--- config.mk ---
export PLATFORM = sky130hd
export DESIGN_NAME = cacheline_adapter_flat
export DESIGN_NICKNAME = d
export VERILOG_FILES = /design/src/rtl/cacheline_adapter_if.sv /design/src/rtl/cacheline_adapter.sv /design/src/flat_wrapper.sv
export SDC_FILE = /design/constraint.sdc
export NUM_CORES = 1
export LEC_CHECK = 0
export CORE_AREA = 4 4 272 274
export DETAILED_ROUTE_END_ITERATION = 16
export DIE_AREA = 0 0 276 278
export GPL_TIMING_DRIVEN = 0
export PLACE_DENSITY_LB_ADDON = 0.25
export SYNTH_ARGS = -nofsm -noshare
export SYNTH_HDL_FRONTEND = slang
export SYNTH_SLANG_ARGS = --single-unit
--- constraint.sdc ---
create_clock -name clk -period 3.2 [get_ports clk]
set_clock_uncertainty 0.15 [all_clocks]
set_input_delay 0.64 -clock clk [delete_from_list [all_inputs] [get_ports clk]]
set_output_delay 0.64 -clock clk [all_outputs]
set_load 0.005 [all_outputs]
--- src/rtl/cacheline_adapter_if.sv ---
// Bundle of cache-side (dfp_*) and burst-memory-side (bmem_*) signals for the
// cache line adapter.
//   slave  : the adapter's view (takes cache requests and memory beats,
//            drives line data, responses and memory commands).
//   master : the environment's view (cache plus burst memory), i.e. the
//            mirror image of slave.
interface cacheline_adapter_if;
    // Cache side
    logic [31:0]  dfp_addr;
    logic         dfp_read;
    logic         dfp_write;
    logic [255:0] dfp_wdata;
    logic [255:0] dfp_rdata;
    logic         dfp_resp;
    // Burst memory side
    logic [31:0]  bmem_addr;
    logic         bmem_read;
    logic         bmem_write;
    logic [63:0]  bmem_wdata;
    logic         bmem_ready;
    logic [63:0]  bmem_rdata;
    logic         bmem_rvalid;

    modport slave (
        input  dfp_addr, dfp_read, dfp_write, dfp_wdata,
        input  bmem_ready, bmem_rdata, bmem_rvalid,
        output dfp_rdata, dfp_resp,
        output bmem_addr, bmem_read, bmem_write, bmem_wdata
    );

    modport master (
        output dfp_addr, dfp_read, dfp_write, dfp_wdata,
        output bmem_ready, bmem_rdata, bmem_rvalid,
        input  dfp_rdata, dfp_resp,
        input  bmem_addr, bmem_read, bmem_write, bmem_wdata
    );
endinterface

--- src/rtl/cacheline_adapter.sv ---
// Cache line adapter: converts 256-bit cache line reads/writes into 4-beat
// 64-bit burst memory transactions.
// Ports:
//   clk  - clock, all state updates on the rising edge
//   rst  - synchronous active-high reset
//   bus  - cacheline_adapter_if.slave: dfp_* cache request/response side and
//          bmem_* burst memory command/data side
// A read issues a one-cycle bmem_read and collects 4 beats (possibly with gaps)
// into dfp_rdata; a write streams 4 consecutive beats, the first in the
// acceptance cycle itself. Each request ends with a one-cycle dfp_resp.
module cacheline_adapter (
    input logic               clk,
    input logic               rst,
    cacheline_adapter_if.slave bus
);

    typedef enum logic [1:0] {StIdle, StRdWait, StWrBurst, StResp} state_e;

    state_e        state_q, state_d;
    logic [1:0]    count_q, count_d;
    logic [31:0]   addr_q, addr_d;
    logic [255:0]  wdata_q, wdata_d;
    logic [255:0]  rdata_q, rdata_d;

    logic [31:0]   line_addr;
    logic [31:0]   addr_out;
    logic [63:0]   wdata_out;
    logic          cmd_read;
    logic          cmd_write;
    logic          resp;

    // Masking (rather than slicing) keeps every address bit in use.
    assign line_addr = bus.dfp_addr & 32'hffff_ffe0;

    always_comb begin
        state_d   = state_q;
        count_d   = count_q;
        addr_d    = addr_q;
        wdata_d   = wdata_q;
        rdata_d   = rdata_q;
        cmd_read  = 1'b0;
        cmd_write = 1'b0;
        resp      = 1'b0;
        // After acceptance the burst runs from latched copies only.
        addr_out  = addr_q;
        wdata_out = wdata_q[{count_q, 6'd0} +: 64];

        case (state_q)
            StIdle: begin
                addr_out  = line_addr;
                wdata_out = bus.dfp_wdata[63:0];
                if (bus.dfp_read && bus.bmem_ready) begin
                    // Read wins when both requests are present.
                    cmd_read = 1'b1;
                    addr_d   = line_addr;
                    count_d  = 2'd0;
                    state_d  = StRdWait;
                end else if (bus.dfp_write && bus.bmem_ready) begin
                    // Beat 0 goes out now, beats 1..3 from the latched line.
                    cmd_write = 1'b1;
                    addr_d    = line_addr;
                    wdata_d   = bus.dfp_wdata;
                    count_d   = 2'd1;
                    state_d   = StWrBurst;
                end
            end
            StWrBurst: begin
                cmd_write = 1'b1;
                count_d   = count_q + 2'd1;
                if (count_q == 2'd3) begin
                    state_d = StResp;
                end
            end
            StRdWait: begin
                if (bus.bmem_rvalid) begin
                    rdata_d[{count_q, 6'd0} +: 64] = bus.bmem_rdata;
                    count_d = count_q + 2'd1;
                    if (count_q == 2'd3) begin
                        state_d = StResp;
                    end
                end
            end
            StResp: begin
                resp    = 1'b1;
                state_d = StIdle;
            end
            default: begin
                state_d = StIdle;
            end
        endcase
    end

    always_ff @(posedge clk) begin
        if (rst) begin
            state_q <= StIdle;
            count_q <= 2'd0;
            addr_q  <= 32'd0;
            wdata_q <= 256'd0;
            rdata_q <= 256'd0;
        end else begin
            state_q <= state_d;
            count_q <= count_d;
            addr_q  <= addr_d;
            wdata_q <= wdata_d;
            rdata_q <= rdata_d;
        end
    end

    // Commands and responses are suppressed combinationally while rst is high,
    // so nothing leaks out even in the cycle reset is first asserted.
    assign bus.bmem_read  = cmd_read & ~rst;
    assign bus.bmem_write = cmd_write & ~rst;
    assign bus.dfp_resp   = resp & ~rst;
    assign bus.bmem_addr  = addr_out;
    assign bus.bmem_wdata = wdata_out;
    assign bus.dfp_rdata  = rdata_q;

endmodule

--- src/flat_wrapper.sv ---
// flat-port wrapper written by rule: the top's interface ports become plain ports
module cacheline_adapter_flat 
  (clk, rst, bus_dfp_addr, bus_dfp_read, bus_dfp_write, bus_dfp_wdata, bus_bmem_ready, bus_bmem_rdata, bus_bmem_rvalid, bus_dfp_rdata, bus_dfp_resp, bus_bmem_addr, bus_bmem_read, bus_bmem_write, bus_bmem_wdata);
  cacheline_adapter_if bus_i ();
  input logic clk;
  input logic rst;
  input wire logic [$bits(bus_i.dfp_addr)-1:0] bus_dfp_addr;
  input wire logic [$bits(bus_i.dfp_read)-1:0] bus_dfp_read;
  input wire logic [$bits(bus_i.dfp_write)-1:0] bus_dfp_write;
  input wire logic [$bits(bus_i.dfp_wdata)-1:0] bus_dfp_wdata;
  input wire logic [$bits(bus_i.bmem_ready)-1:0] bus_bmem_ready;
  input wire logic [$bits(bus_i.bmem_rdata)-1:0] bus_bmem_rdata;
  input wire logic [$bits(bus_i.bmem_rvalid)-1:0] bus_bmem_rvalid;
  output wire logic [$bits(bus_i.dfp_rdata)-1:0] bus_dfp_rdata;
  output wire logic [$bits(bus_i.dfp_resp)-1:0] bus_dfp_resp;
  output wire logic [$bits(bus_i.bmem_addr)-1:0] bus_bmem_addr;
  output wire logic [$bits(bus_i.bmem_read)-1:0] bus_bmem_read;
  output wire logic [$bits(bus_i.bmem_write)-1:0] bus_bmem_write;
  output wire logic [$bits(bus_i.bmem_wdata)-1:0] bus_bmem_wdata;
  assign bus_i.dfp_addr = bus_dfp_addr;
  assign bus_i.dfp_read = bus_dfp_read;
  assign bus_i.dfp_write = bus_dfp_write;
  assign bus_i.dfp_wdata = bus_dfp_wdata;
  assign bus_i.bmem_ready = bus_bmem_ready;
  assign bus_i.bmem_rdata = bus_bmem_rdata;
  assign bus_i.bmem_rvalid = bus_bmem_rvalid;
  assign bus_dfp_rdata = bus_i.dfp_rdata;
  assign bus_dfp_resp = bus_i.dfp_resp;
  assign bus_bmem_addr = bus_i.bmem_addr;
  assign bus_bmem_read = bus_i.bmem_read;
  assign bus_bmem_write = bus_i.bmem_write;
  assign bus_bmem_wdata = bus_i.bmem_wdata;
  cacheline_adapter u_core (.clk(clk), .rst(rst), .bus(bus_i));
endmodule
==> results of run 1 <==
[registers in the layout, summed over array words and instances (netlist names)]
register / flops
u_core.addr_q: 27
u_core.wdata_q: 256
u_core.bus.dfp_rdata: 256
u_core.count_q: 2
u_core.state_q: 2
[critical path, delay by kind of cell (launching register included)]
| kind | cells | cell delay [ps] |
|---|---|---|
| flops | 1 | 380 |
| mux | 2 | 840 |
| buf+inv | 3 | 570 |
[power groups by stage]
stage	clock network [mW]	registers [mW]	logic [mW]
3_3_place_gp	0	7.35	5.21
2_1_floorplan	0	7.31	2.58
4_1_cts	7.12	7.21	5.67
6_report	6.96	7.22	5.69
3_5_place_dp	0	7.36	5.20
5_1_grt	7.38	7.25	6.10
[cell usage after synthesis (4+ instances only)]
library cell and number:
mux2_2 92, buf_6 6, clkbuf_1 140, inv_1 8, buf_4 5, buf_2 26
mux4_2 64, a21oi_1 416, ha_1 10, nand3_1 133, nor2_1 4, buf_1 31
a22o_1 126, nand2_1 699, dfxtp_1 543
[metal layers]
metal  track usage [%]  vias to the layer above  part of all wire [%]
met5                 0                        -                  0.21
met1              25.4                     9493                    39
li1                  -                     9661                     -
met2              40.6                      707                    50
met3              7.44                      137                   8.0
met4              6.62                       28                   2.8
[final timing paths]
check	end	cells past startpoint
max	bus_bmem_wdata[35]	5
max reg2reg	u_core.bus.dfp_rdata[181]	10
min	u_core.bus.dfp_rdata[162]	2
min reg2reg	u_core.bus.dfp_rdata[162]	2
[kinds of logic (layout without fill, tap and decap cells)]
kind of cell             Yosys count  in the layout
flip-flops                       543            543
other                              1             19
multiplexers                     157            157
buffers and inverters            216           1057
AO/OA/AOI/OAI                    554            554
adder cells (fa/ha/maj)           10             10
AND/OR/NAND/NOR                  850            850
[layout make-up]
cell class	count	area [um^2]
Fill cell	7155	39500
Sequential cell	543	10900
Multi-Input combinational cell	1576	9450
Timing Repair Buffer	735	7130
Clock buffer	92	1810
Buffer	205	1210
Tap cell	950	1190
Clock inverter	17	183
Antenna cell	14	35.0
Inverter	8	30.0
[stage by stage]
stage | worst slack [ps] | std cells
floorplan | 354 | 2335
detailed placement | -1330 | 3989
CTS | -125 | 4118
global placement | -1740 | 3986
global route | -102 | 4133
finish | -34.3 | 4140
[timing repair]
| action | CTS | global route |
|---|---|---|
| pin swaps | 2 | 1 |
| endpoints found under the setup margin | 351 | 136 |
| resized for setup | 278 | 71 |
| buffers inserted | 22 | 6 |
| gates cloned | 1 | 2 |
==> out/metrics.cfg, run 1 <==
[logic_synthesis]
synth_warnings=0
syn_area_mm2=0.0211
synthTopCellsByArea=dfxtp_1 51%, nand2_1 12%, a21oi_1 9.9%
synth_seq_area_share_pct=51.5
synth_top_family_by_area=simple AND/OR/NAND/NOR gates
ys_ff_latch=543
synth-compound-area-share_pct=15.5
syn_avg_cell_area_um2=9.06
synthMuxAreaShare_pct=11.8
syn_inst=2331
ys_types=37
synth-simple-area-share_pct=16.3
synth_top_area_share_pct=51.5
synth-async-reset-ratio_pct=0
synth_largest_area_cell=dfxtp_1
synth_edf_count=0
synth-xor-area-share_pct=0
synth-adder-area-share_pct=0.593
ys.flop_type=dfxtp_1

[floorplan]
coreArea_mm2=0.0714
start_util_pct=29.6
die_h_um=278
top_level_ports=713
num_rows=98
die_w_um=276
die_area_mm2=0.0767

[finish]
post-route-util_pct=44.7
fin_area_mm2=0.0319
area.growth.synth_to_final_pct=51.1
nets=3496
layout_commonest_cell=nand2_1
final_cell_mix=699 x nand2_1, 627 x clkdlybuf4s50_1, 539 x dfxtp_1
drive_above_1_share_pct=13.0

[detailed_routing]
drtPass1Iterations=5
ant_nets=0
drc=0
drt_iter0_markers=1167
wl_per_cell_um=22.1
viasPerCell=4.84
routed_wl_um=91300
dr_total_vias=20000

[cts]
clk_pin_slew_worst_paths_ps=70
cts_tree=done
cts_htree_levels=2
root_buffer=clkbuf_16
worstSkewPairLatency_ps=640
hold_buffers=0
clkSinkCount=543
numCtsBuffers=59
clockBufferDepth=3

[timing]
slew_violations=0
hold_viol=0
fmax_mhz=309
rsz0062_at_grt=yes
setup_violations=2
tns_ps=-41.1
fin_crit_ps=3230
tightestPinTransition_ps=1040
worst_slack_ps=-34.3
fin_crit_sh_pct=101
slew_headroom_pct=30.8
hold_ws_ps=299

[critical_path]
crit_required_ps=2410
crit_type=reg -> out
cp-startpoint=u_core.count_q[0]
slowest_stage=mux4_2
max_stage_delay_ps=550
r2r_slack_ps=130
critPathCaptureType=output port
critPathMaxFanout=10
crit_arrival_ps=2440
start_kind=flip-flop
cp_cell_sequence=buf_12 -> buf_12 -> mux4_2 -> mux2_2 -> dlygate4sd2_1
timing.rr.start=u_core.count_q[0]
crit_top_cell=buf_12

[global_route]
grt_pass1_wl_um=132000
grt_pass1_vias=19900
overflow=0
grtUsageTotal_pct=22.5
grt_max_degree=20
antenna_found_initial=26

[power]
ir_drop_v=0.000411
p_int_mw=13.9
p_clk_share_pct=35.0
p_per_area_mw_per_mm2=623
seqPwrFrac_pct=36.3
p_sw_share_pct=29.8
leakage_nw=11.3
switching_power_mw=5.92
power_mw=19.9
combPwrFrac_pct=28.6

[placement]
io_buffer_count=701
dpl_cell_area_mm2=0.0294
globalplace.congestion=0.874
place_hpwl_um=69800

[outcome]
outcome=complete, but fails checks
failed_checks=setup timing

[worst_hold_path]
worstHoldStart=u_core.bus.dfp_rdata[162]
hp-class=reg -> reg

[run]
maxCapViolCount=0

No activity file was read; power rests on OpenSTA's default activity.
==> run 2: changes to the inputs <==
- HOLD_SLACK_MARGIN: default -> 0.03
==> results of run 2 <==
Final layout, timing and power as in run 1 (identical DEF).
==> run 3: changes to the inputs <==
- TNS_END_PERCENT: default -> 10
==> out/metrics.cfg, run 3 (synthesis results as in run 1) <==
[timing]
slew_violations=0
fmax_mhz=306
fin_crit_sh_pct=102
rsz0062_at_grt=yes
tightestPinTransition_ps=1010
setup_violations=14
slew_headroom_pct=32.9
fin_crit_ps=3270
worst_slack_ps=-71.4
hold_viol=0

[power]
leakage_nw=11.4
p_per_area_mw_per_mm2=621
ir_drop_v=0.000422

[detailed_routing]
routed_wl_um=91100
viasPerCell=4.85
ant_nets=0
drtPass1Iterations=5
dr_total_vias=20100
drt_iter0_markers=1178
wl_per_cell_um=22.0
drc=0

[worst_hold_path]
hold_depth=2
hp-class=reg -> reg

[critical_path]
crit_top_cell=buf_12
critPathCaptureType=output port
reg2reg_to=u_core.bus.dfp_rdata[137]
r2r_slack_ps=200
crit_path_end=bus_bmem_wdata[35]
start_kind=flip-flop
crit_arrival_ps=2480
cp-startpoint=u_core.count_q[0]
crit_type=reg -> out
timing.rr.start=u_core.count_q[0]
crit_required_ps=2410
max_stage_delay_ps=550
critPathMaxFanout=10
cp_cell_sequence=buf_12 -> buf_8 -> buf_12 -> mux4_2 -> mux2_2 -> dlygate4sd2_1
r2r_cells=10
slowest_stage=mux4_2

[placement]
dpl_cell_area_mm2=0.0294
place_hpwl_um=69800
io_buffer_count=701
globalplace.congestion=0.874
dpl_worst_slack_ps=-1330

[floorplan]
die_area_mm2=0.0767
coreArea_mm2=0.0714
die_h_um=278
die_w_um=276
start_util_pct=29.6
num_rows=98
top_level_ports=713

[finish]
area.growth.synth_to_final_pct=51.1
layout_commonest_cell=nand2_1
nets=3495
fill_cells=7168
fin_area_mm2=0.0319
multi_input_area_mm2=0.00941
post-route-util_pct=44.7
drive_above_1_share_pct=12.9
final_cell_mix=699 x nand2_1, 615 x clkdlybuf4s50_1, 539 x dfxtp_1
seqCellArea_mm2=0.0109

[run]
maxCapViolCount=0

[cts]
hold_buffers=0
clockBufferDepth=3
clkSinkCount=543
clk_pin_slew_worst_paths_ps=60
cts_htree_levels=2
root_buffer=clkbuf_16
cts_tree=done
worstSkewPairLatency_ps=630
numCtsBuffers=59

[outcome]
failed_checks=setup timing
outcome=complete, but fails checks

[global_route]
grt_pass1_vias=19800
grt_max_degree=20
grt_pass1_wl_um=132000
overflow=0
antenna_found_initial=25
grtUsageTotal_pct=22.5

## run 3: cell types whose count changed in the layout (fill, tap and decap cells not counted), sizes merged
cell | previous run | this run
dlymetal6s2s | 0 | 19
clkdlybuf4s50 | 627 | 615
buf | 121 | 115
clkdlybuf4s15 | 12 | 6
dlygate4sd2 | 12 | 16
diode | 14 | 13
## run 3: power by group
| group | internal [mW] | switching [mW] |
|---|---|---|
| clock network | 4.04 | 2.92 |
| registers | 7.06 | 0.156 |
| logic | 2.81 | 2.83 |
| total | 13.9 | 5.91 |
## run 3: worst min path at each step
stage                                          from                         to
final                     u_core.bus.dfp_rdata[162]  u_core.bus.dfp_rdata[162]
after global routing            u_core.wdata_q[130]        u_core.wdata_q[130]
after CTS                 u_core.bus.dfp_rdata[132]  u_core.bus.dfp_rdata[132]
after detailed placement  u_core.bus.dfp_rdata[131]  u_core.bus.dfp_rdata[131]
after global placement    u_core.bus.dfp_rdata[153]  u_core.bus.dfp_rdata[153]
after floorplan                 u_core.wdata_q[128]        u_core.wdata_q[128]
## run 3: per-stage QoR
stage                     instances  power (mW)  hold WS, ps  setup TNS [ps]
after CTS                      4110        19.9          302           -2370
final                          4138        19.8          299            -478
after global placement         3986        12.6          287         -361090
after floorplan                2335        9.89          283               0
after detailed placement       3989        12.6          292         -326570
after global routing           4131        20.7          315           -1920
## run 3: critical path: cells and delay by family (launching register included)
| kind | cells | cell delay, ps |
|---|---|---|
| buffers and inverters | 4 | 650 |
| DFF | 1 | 360 |
| muxes | 2 | 840 |
## run 3: layout make-up
cell class	instances	share of cell area, %
multi-input cells	1576	29.5
flip-flops and latches	543	34.1
repair buffers	734	22.5
plain buffers	205	3.74
clock inverters	17	0.572
well taps	950	3.72
clock buffers	92	5.67
inverters	8	0.0941
diodes	13	0.102
## run 3: repair_timing
action,CTS,global route
resized for setup,251,89
pin swaps,1,1
setup endpoints to repair,351,174
cloned,1,1
setup buffers,13,15
## run 3: routing by layer
metal / global-route usage, % / part of all wire, % / vias to the layer above / wire length [um]
met5: 0 / 0.22 / - / 196
met4: 6.33 / 2.7 / 28 / 2480
met3: 7.47 / 8.3 / 133 / 7530
met2: 40.7 / 50 / 719 / 46000
met1: 25.3 / 38 / 9530 / 35000
li1: - / - / 9669 / -
